### src/rtl/tt_um_random_pulse_generator_if.sv
// tt_um_random_pulse_generator_if: TinyTapeout pin bundle plus rotary-encoder phases
interface tt_um_random_pulse_generator_if;
    logic       ena;
    logic [7:0] ui_in;
    logic [7:0] uio_in;
    logic       clk_in;
    logic       dt_in;
    logic [7:0] uo_out;
    logic [7:0] uio_out;
    logic [7:0] uio_oe;

    modport master (
        output ena, ui_in, uio_in, clk_in, dt_in,
        input  uo_out, uio_out, uio_oe
    );

    modport slave (
        input  ena, ui_in, uio_in, clk_in, dt_in,
        output uo_out, uio_out, uio_oe
    );
endinterface

### src/rtl/tt_um_random_pulse_generator.sv
// tt_um_random_pulse_generator: LFSR random pulse generator with encoder-selectable rate
module tt_um_random_pulse_generator #(
    parameter logic [15:0] LFSR_SEED       = 16'hACE1,
    parameter int          DEBOUNCE_CYCLES = 4,
    parameter logic [3:0]  RATE_RESET      = 4'd8
) (
    input logic clk,
    input logic rst_n,
    tt_um_random_pulse_generator_if.slave bus
);
    localparam int DW = $clog2(DEBOUNCE_CYCLES) + 1;
    localparam logic [DW-1:0] DB_LAST = DW'(DEBOUNCE_CYCLES - 1);

    logic [15:0]   lfsr, lfsr_next;
    logic          pulse, toggle, dir, fire;
    logic [7:0]    count, thr;
    logic [3:0]    enc_rate, rate;
    logic [1:0]    a_sync, b_sync;
    logic [DW-1:0] a_cnt, b_cnt;
    logic          a_db, b_db, a_prev, a_rise;
    logic          unused_ok;

    // next LFSR value, effective rate and the fire decision on the pre-advance LFSR
    always_comb begin
        lfsr_next = {1'b0, lfsr[15:1]} ^ (lfsr[0] ? 16'hB400 : 16'h0000);
        rate      = (bus.ui_in[3:0] != 4'd0) ? bus.ui_in[3:0] : enc_rate;
        thr       = {rate, 4'b0000};
        fire      = bus.ena && (lfsr[7:0] < thr);
        a_rise    = a_db && !a_prev;
    end

    // LFSR advance, registered pulse, toggle and wrapping pulse counter
    always_ff @(posedge clk or posedge rst_n) begin
        if (rst_n) begin
            lfsr   <= LFSR_SEED;
            pulse  <= 1'b0;
            toggle <= 1'b0;
            count  <= 8'd0;
        end else begin
            if (bus.ena) lfsr <= lfsr_next;
            pulse <= fire;
            if (fire) begin
                toggle <= ~toggle;
                count  <= count + 8'd1;
            end
        end
    end

    // two-flop synchronizers for the asynchronous encoder phases
    always_ff @(posedge clk or posedge rst_n) begin
        if (rst_n) begin
            a_sync <= 2'b00;
            b_sync <= 2'b00;
        end else begin
            a_sync <= {a_sync[0], bus.clk_in};
            b_sync <= {b_sync[0], bus.dt_in};
        end
    end

    // debounce phase A: accept a new level once it has persisted DEBOUNCE_CYCLES samples
    always_ff @(posedge clk or posedge rst_n) begin
        if (rst_n) begin
            a_cnt <= '0;
            a_db  <= 1'b0;
        end else if (a_sync[1] == a_db) begin
            a_cnt <= '0;
        end else if (a_cnt == DB_LAST) begin
            a_cnt <= '0;
            a_db  <= a_sync[1];
        end else begin
            a_cnt <= a_cnt + DW'(1);
        end
    end

    // debounce phase B with the same acceptance rule
    always_ff @(posedge clk or posedge rst_n) begin
        if (rst_n) begin
            b_cnt <= '0;
            b_db  <= 1'b0;
        end else if (b_sync[1] == b_db) begin
            b_cnt <= '0;
        end else if (b_cnt == DB_LAST) begin
            b_cnt <= '0;
            b_db  <= b_sync[1];
        end else begin
            b_cnt <= b_cnt + DW'(1);
        end
    end

    // quadrature decode on rising A: B low steps the rate up, B high steps it down
    always_ff @(posedge clk or posedge rst_n) begin
        if (rst_n) begin
            a_prev   <= 1'b0;
            dir      <= 1'b0;
            enc_rate <= RATE_RESET;
        end else begin
            a_prev <= a_db;
            if (a_rise) begin
                if (!b_db) begin
                    dir <= 1'b1;
                    if (enc_rate != 4'd15) enc_rate <= enc_rate + 4'd1;
                end else begin
                    dir <= 1'b0;
                    if (enc_rate != 4'd0) enc_rate <= enc_rate - 4'd1;
                end
            end
        end
    end

    assign bus.uo_out  = {rate, bus.ena, dir, toggle, pulse};
    assign bus.uio_out = count;
    assign bus.uio_oe  = 8'hFF;
    assign unused_ok   = &{1'b0, bus.ui_in[7:4], bus.uio_in};
endmodule

### src/flat_wrapper.sv
// flat-port wrapper written by rule: the top's interface ports become plain ports
module tt_um_random_pulse_generator_flat 
#(
    parameter logic [15:0] LFSR_SEED       = 16'hACE1,
    parameter int          DEBOUNCE_CYCLES = 4,
    parameter logic [3:0]  RATE_RESET      = 4'd8
)
  (clk, rst_n, bus_ena, bus_ui_in, bus_uio_in, bus_clk_in, bus_dt_in, bus_uo_out, bus_uio_out, bus_uio_oe);
  tt_um_random_pulse_generator_if bus_i ();
  input logic clk;
  input logic rst_n;
  input wire logic [$bits(bus_i.ena)-1:0] bus_ena;
  input wire logic [$bits(bus_i.ui_in)-1:0] bus_ui_in;
  input wire logic [$bits(bus_i.uio_in)-1:0] bus_uio_in;
  input wire logic [$bits(bus_i.clk_in)-1:0] bus_clk_in;
  input wire logic [$bits(bus_i.dt_in)-1:0] bus_dt_in;
  output wire logic [$bits(bus_i.uo_out)-1:0] bus_uo_out;
  output wire logic [$bits(bus_i.uio_out)-1:0] bus_uio_out;
  output wire logic [$bits(bus_i.uio_oe)-1:0] bus_uio_oe;
  assign bus_i.ena = bus_ena;
  assign bus_i.ui_in = bus_ui_in;
  assign bus_i.uio_in = bus_uio_in;
  assign bus_i.clk_in = bus_clk_in;
  assign bus_i.dt_in = bus_dt_in;
  assign bus_uo_out = bus_i.uo_out;
  assign bus_uio_out = bus_i.uio_out;
  assign bus_uio_oe = bus_i.uio_oe;
  tt_um_random_pulse_generator #(.LFSR_SEED(LFSR_SEED), .DEBOUNCE_CYCLES(DEBOUNCE_CYCLES), .RATE_RESET(RATE_RESET)) u_core (.clk(clk), .rst_n(rst_n), .bus(bus_i));
endmodule
### config.mk
export PLATFORM = sky130hd
export DESIGN_NAME = tt_um_random_pulse_generator_flat
export DESIGN_NICKNAME = d
export VERILOG_FILES = /design/src/rtl/tt_um_random_pulse_generator_if.sv /design/src/rtl/tt_um_random_pulse_generator.sv /design/src/flat_wrapper.sv
export SDC_FILE = /design/constraint.sdc
export NUM_CORES = 1
export LEC_CHECK = 0
export ABC_AREA = 1
export BUFFER_PORTS_ARGS = -buffer_cell sky130_fd_sc_hd__buf_2
export CORE_MARGIN = 3
export CORE_UTILIZATION = 23
export CTS_CLUSTER_DIAMETER = 200
export CTS_CLUSTER_SIZE = 30
export DETAILED_ROUTE_END_ITERATION = 16
export PLACE_DENSITY = 0.52
export SYNTH_ARGS = -nofsm -noshare
export SYNTH_HDL_FRONTEND = slang
export SYNTH_SLANG_ARGS = --single-unit
### constraint.sdc
create_clock -name clk -period 5.1 [get_ports clk]
set_input_delay 0 -clock clk [delete_from_list [all_inputs] [get_ports clk]]
set_output_delay 0 -clock clk [all_outputs]
set_load 0.01 [all_outputs]
# Yosys cells after proc, flatten, opt, wreduce, memory -nomap -nowiden
# Index checks and enable logic that the tools add are counted.
# word_totals
reg_bits	44
wordCells	48
output_inout_bits	24
input_bits	21
# op_classes
eq_ne	6
n_reduce_logical	9
n_addsub	5
order_cmp	1
bitwise	4
muxes	10
# ops
cell	count
$mux 16	1
$mux 4	4
$xor 15x16->16	1
$mux 3	4
$add 8x1->8 const B	1
$lt 8x8->1	1
$reduce_bool 4->1	2
$add 3x1->3 const B	2
$eq 3x2->1 const B	2
$add 4x1->4 const B	1
$ne 4x4->1 const B	1
$reduce_and 2->1	2
$sub 4x1->4 const B	1
$not 1->1	3
$reduce_and 3->1	1
$eq 1x1->1	2
$logic_and 1x1->1	2
$ne 2x2->1 const B	1
$reduce_bool 2->1	1
$logic_not 1->1	1
$mux 1	1

# Depth between registers and ports, before layout
# logic_depth
word_depth	4
ltp_mapped	12

# Worst setup path after synthesis
# No wires, ideal clock.
# synth_path
path_type	reg2reg
start	register u_core.enc_rate[3]
end	register u_core.count[5], in the netlist u_core.bus.uio_out[5]
slack_ns	3.091
stages_incl_launch_ff	10
arrival_time_ns	1.892
period_less_slack_ns	2.009
cell_sequence	dfstp_2 > inv_1 > o21ai_0 > inv_1 > ha_1 > a21oi_1 > buf_2 > nand3_1 > nand2_1 > nand2_1
# synth_via
elab_chain_len	3
# synth_rtl
item	line	source
start, declared	tt_um_random_pulse_generator.sv:17	logic [3:0] enc_rate, rate;
start signal, assigned	tt_um_random_pulse_generator.sv:101	if (enc_rate != 4'd15) enc_rate <= enc_rate + 4'd1;
start signal, assigned	tt_um_random_pulse_generator.sv:104	if (enc_rate != 4'd0) enc_rate <= enc_rate - 4'd1;
$mux 4	tt_um_random_pulse_generator.sv:26	rate = (bus.ui_in[3:0] != 4'd0) ? bus.ui_in[3:0] : enc_rate;
via bus_uo_out[7]	flat_wrapper.sv:17	output wire logic [$bits(bus_i.uo_out)-1:0] bus_uo_out;
$lt 8x8->1	tt_um_random_pulse_generator.sv:28	fire = bus.ena && (lfsr[7:0] < thr);
$logic_and 1x1->1	tt_um_random_pulse_generator.sv:28	
end signal, assigned	tt_um_random_pulse_generator.sv:44	count <= count + 8'd1;
end, declared	tt_um_random_pulse_generator.sv:16	logic [7:0] count, thr;
# The timed path passes the listed nets, and every way through them passes these cells.
# A chain may end at the register's enable or synchronous reset.

# Worst setup path in the final report
# layout_path
start	register u_core.enc_rate[3]
end	register u_core.count[0], in the netlist u_core.bus.uio_out[0]
# layout_via
elab_chain_len	3
# layout_rtl
item	line
$mux 4	tt_um_random_pulse_generator.sv:26
$lt 8x8->1	tt_um_random_pulse_generator.sv:28
$logic_and 1x1->1	tt_um_random_pulse_generator.sv:28
# Every way passes these cells.

==> flow_metrics.tcl <==
set metrics [dict create \
    slew_headroom_pct 38.7 \
    grt_start_max_net_pins 45 \
    vias_per_cell 4.08 \
    path_depth 8 \
    arrival_ps 2870 \
    die_w_um 103 \
    htreeDepth 2 \
    ys_warn_count 0 \
    clk_latency_ps 290 \
    ys_types 27 \
    dieArea_um2 10600 \
    fp.coreArea_um2 8930 \
    initial_utilization_pct 24.2 \
    worstSetupEndpointType "register" \
    rows 34 \
    leakage_nw 1.23 \
    finalSetupTns_ps 0 \
    max_cap_viol_count 0 \
    required_ps 5280 \
    crit_fanout 11 \
    seqCellArea_um2 1110 \
    die_h_um 103 \
    critical_path_class "register to register" \
    port_buffers 24 \
    outcome "finished, final reports clean" \
    grt_overflow 0 \
    clk_pin_slew_ps 80 \
    rsz0062_at_grt "false" \
    rr_endpoint "u_core.bus.uio_out[0]$_DFFE_PP0P_" \
    ys_seq_area_share_pct 51.4 \
    numCtsBuffers 5 \
    netlist_area_um2 2170 \
    power-per-cell-area_nw_per_um2 468 \
    clk_path_buf_depth 2 \
    wl_met1_mm 1.80 \
    setup_viol 0 \
    cp_slowest_cell "a21oi_1" \
    cts_tree "built" \
    crit_family "compound AO/OA/AOI/OAI gates" \
    hold_end "u_core.lfsr[11]$_DFFE_PP1P_" \
    grt_antenna_before_repair 0 \
    drt.antenna.violating_nets 0 \
    fin_crit_sh_pct 52.7 \
    antenna_cells 0 \
    max_freq_mhz 372 \
    min_path_type "input port to register" \
    ff2ff_setup_slack_ps 2410 \
    syn_avg_cell_area_um2 8.95 \
    reg2regPathDepth 8 \
    ys_ff_latch 44 \
    vias 1531 \
    dp_hpwl_mm 2.74 \
    finalMaxSlewViolations 0 \
    worstHoldPathCells 3 \
    grt_first_pass_wirelength_mm 6.78 \
    place.gp.congestion 0.747 \
    max_stage_delay_ps 740 \
    dr.pass1.iters 4 \
    period_needed_ps 2690 \
    dr_wl_met3_um 163 \
    multi_input_area_um2 818 \
    worst-path-buf-inv 2 \
    cts_resized 0 \
    startpoint_type "register" \
    grtUsageTotal_pct 8.06 \
    syn_inst 242 \
    io_pins 45 \
    hold_viol 0 \
    dr_wl_met2_mm 1.82 \
    ir_drop_uv 129 \
    syn_to_final_growth_pct 13.1 \
    routed_wl_mm 3.86 \
    postCtsSetupBuffers 0 \
    clkSinkCount 44 \
    utilization_pct 27.4 \
    final_nets 296 \
    grt_pass1_vias 1510 \
    reg2reg_from "u_core.enc_rate[3]$_DFFE_PP1P_" \
    wl_per_cell_um 10.3 \
    hold_start "bus_ena" \
    clock-root-buffer "clkbuf_8" \
    finClkSkew_ps 7.50 \
    tightest_slew_ps 920 \
    drc 0 \
    crit_chain "inv_1 > o21ai_0 > inv_1 > ha_1 > a21oi_1 > nand3_2 > nand2_1 > nand2_1" \
    fill_cells 957 \
    drt_iter0_drc 113 \
    top_layer "met4" \
    final_layout_size_suffix_gt1_share_pct 18.0 \
]
layout by cell type (no fill, tap or decap), types with 3 or more instances in the layout:
master / synthesis / routed
nand2_1: 62 / 62
inv_1: 36 / 35
dfrtp_1: 35 / 35
buf_2: 2 / 24
o21ai_0: 22 / 22
nand4_1: 10 / 10
dfstp_2: 9 / 9
xor2_1: 8 / 8
ha_1: 8 / 8
conb_1: 1 / 8
nor3_1: 7 / 7
nor2_1: 5 / 5
xnor2_1: 5 / 5
clkbuf_8: 0 / 5
nand3_1: 4 / 4
dlygate4sd3_1: 0 / 3
per-layer routing:
metal	global-route usage (%)	up-vias
met3	2.10	4
met4	3.59	0
met5	0	-
met1	10.4	707
met2	12.7	33
li1	-	787
what timing repair did:
item	CTS	global route
hold buffers	3	0
endpoints found under the setup margin	0	0
hold endpoints to repair	37	0
kinds of logic (layout without fill, tap and decap cells):
logic type / after synthesis / after routing / synth area share (%)
DFF: 44 / 44 / 51.4
other: 1 / 8 / 0.173
and+or+nand+nor: 95 / 95 / 19.8
adders and majority gates: 9 / 9 / 5.55
AOI/OAI and AO/OA: 25 / 25 / 5.84
buffers and inverters: 55 / 73 / 12.1
xor gates and xnor gates: 13 / 13 / 5.26
sequential cells by signal (all words and copies together) (netlist names):
| name | count |
|---|---|
| u_core.b_cnt | 3 |
| u_core.a_prev | 1 |
| u_core.bus.uio_out | 8 |
| u_core.enc_rate | 4 |
| u_core.b_db | 1 |
| u_core.lfsr | 16 |
| u_core.toggle | 1 |
| u_core.a_cnt | 3 |
| u_core.a_sync | 2 |
| u_core.dir | 1 |
| u_core.b_sync | 2 |
| u_core.pulse | 1 |
| u_core.a_db | 1 |
power breakdown:
part           switching (mW)  internal [mW]
clock                   0.117         0.0955
combinational           0.221          0.155
sequential             0.0873          0.471
worst register-to-register path, cell delays in order, from the launching register on:
cell and delay [ps]:
dfstp_2 560, inv_1 60, o21ai_0 280, inv_1 80, ha_1 310, a21oi_1 740
nand3_2 350, nand2_1 140, nand2_1 50
final cells by class:
class	count	share of cell area (%)
Clock buffer	5	2.81
Clock inverter	3	0.766
Inverter	37	5.67
Multi-Input combinational cell	150	33.4
Sequential cell	44	45.4
Tap cell	108	5.52
Timing Repair Buffer	28	6.44
how the worst max path moves through the flow:
stage | from | to | slack (ps)
6_report | u_core.enc_rate[3]$_DFFE_PP1P_ | u_core.bus.uio_out[0]$_DFFE_PP0P_ | 2410
5_1_grt | u_core.enc_rate[3]$_DFFE_PP1P_ | u_core.bus.uio_out[4]$_DFFE_PP0P_ | 2100
4_1_cts | u_core.enc_rate[3]$_DFFE_PP1P_ | u_core.bus.uio_out[0]$_DFFE_PP0P_ | 2390
3_5_place_dp | u_core.enc_rate[3]$_DFFE_PP1P_ | u_core.bus.uio_out[1]$_DFFE_PP0P_ | 2400
3_3_place_gp | u_core.enc_rate[3]$_DFFE_PP1P_ | u_core.bus.uio_out[1]$_DFFE_PP0P_ | 2390
2_1_floorplan | u_core.enc_rate[3]$_DFFE_PP1P_ | u_core.bus.uio_out[5]$_DFFE_PP0P_ | 3090
Yosys cell counts:
master | number | area, um2
a31oi_1 | 1 | 6.26
dfstp_2 | 9 | 236
xnor2_1 | 5 | 43.8
nor2_1 | 5 | 18.8
inv_2 | 1 | 3.75
nand2_1 | 62 | 233
ha_1 | 8 | 100
nand3_1 | 4 | 20.0
nor4_1 | 1 | 6.26
nand3_2 | 1 | 10.0
nor3_4 | 1 | 16.3
buf_2 | 2 | 10.0
nor3_1 | 7 | 35.0
xor2_1 | 8 | 70.1
conb_1 | 1 | 3.75
nand3b_1 | 1 | 7.51
dfrtp_1 | 35 | 876
buf_4 | 12 | 90.1
fa_1 | 1 | 20.0
nor2_2 | 1 | 6.26
nand4_1 | 10 | 62.6
clkbuf_1 | 3 | 11.3
buf_6 | 1 | 11.3
o21ai_0 | 22 | 110
inv_1 | 36 | 135
nand2_2 | 2 | 12.5
a21oi_1 | 2 | 10.0
stage by stage:
stage / instances / area, um2 / total power [mW] / hold WS (ps) / worst slack (ps)
2_1_floorplan: 249 / 2190 / 0.854 / 31.4 / 3090
3_3_place_gp: 364 / 2330 / 0.929 / 114 / 2390
3_5_place_dp: 364 / 2330 / 0.947 / 110 / 2400
4_1_cts: 375 / 2450 / 1.17 / 97.6 / 2390
5_1_grt: 375 / 2450 / 1.26 / 145 / 2100
6_report: 375 / 2450 / 1.15 / 110 / 2410
(Power assumes the default switching activity.)
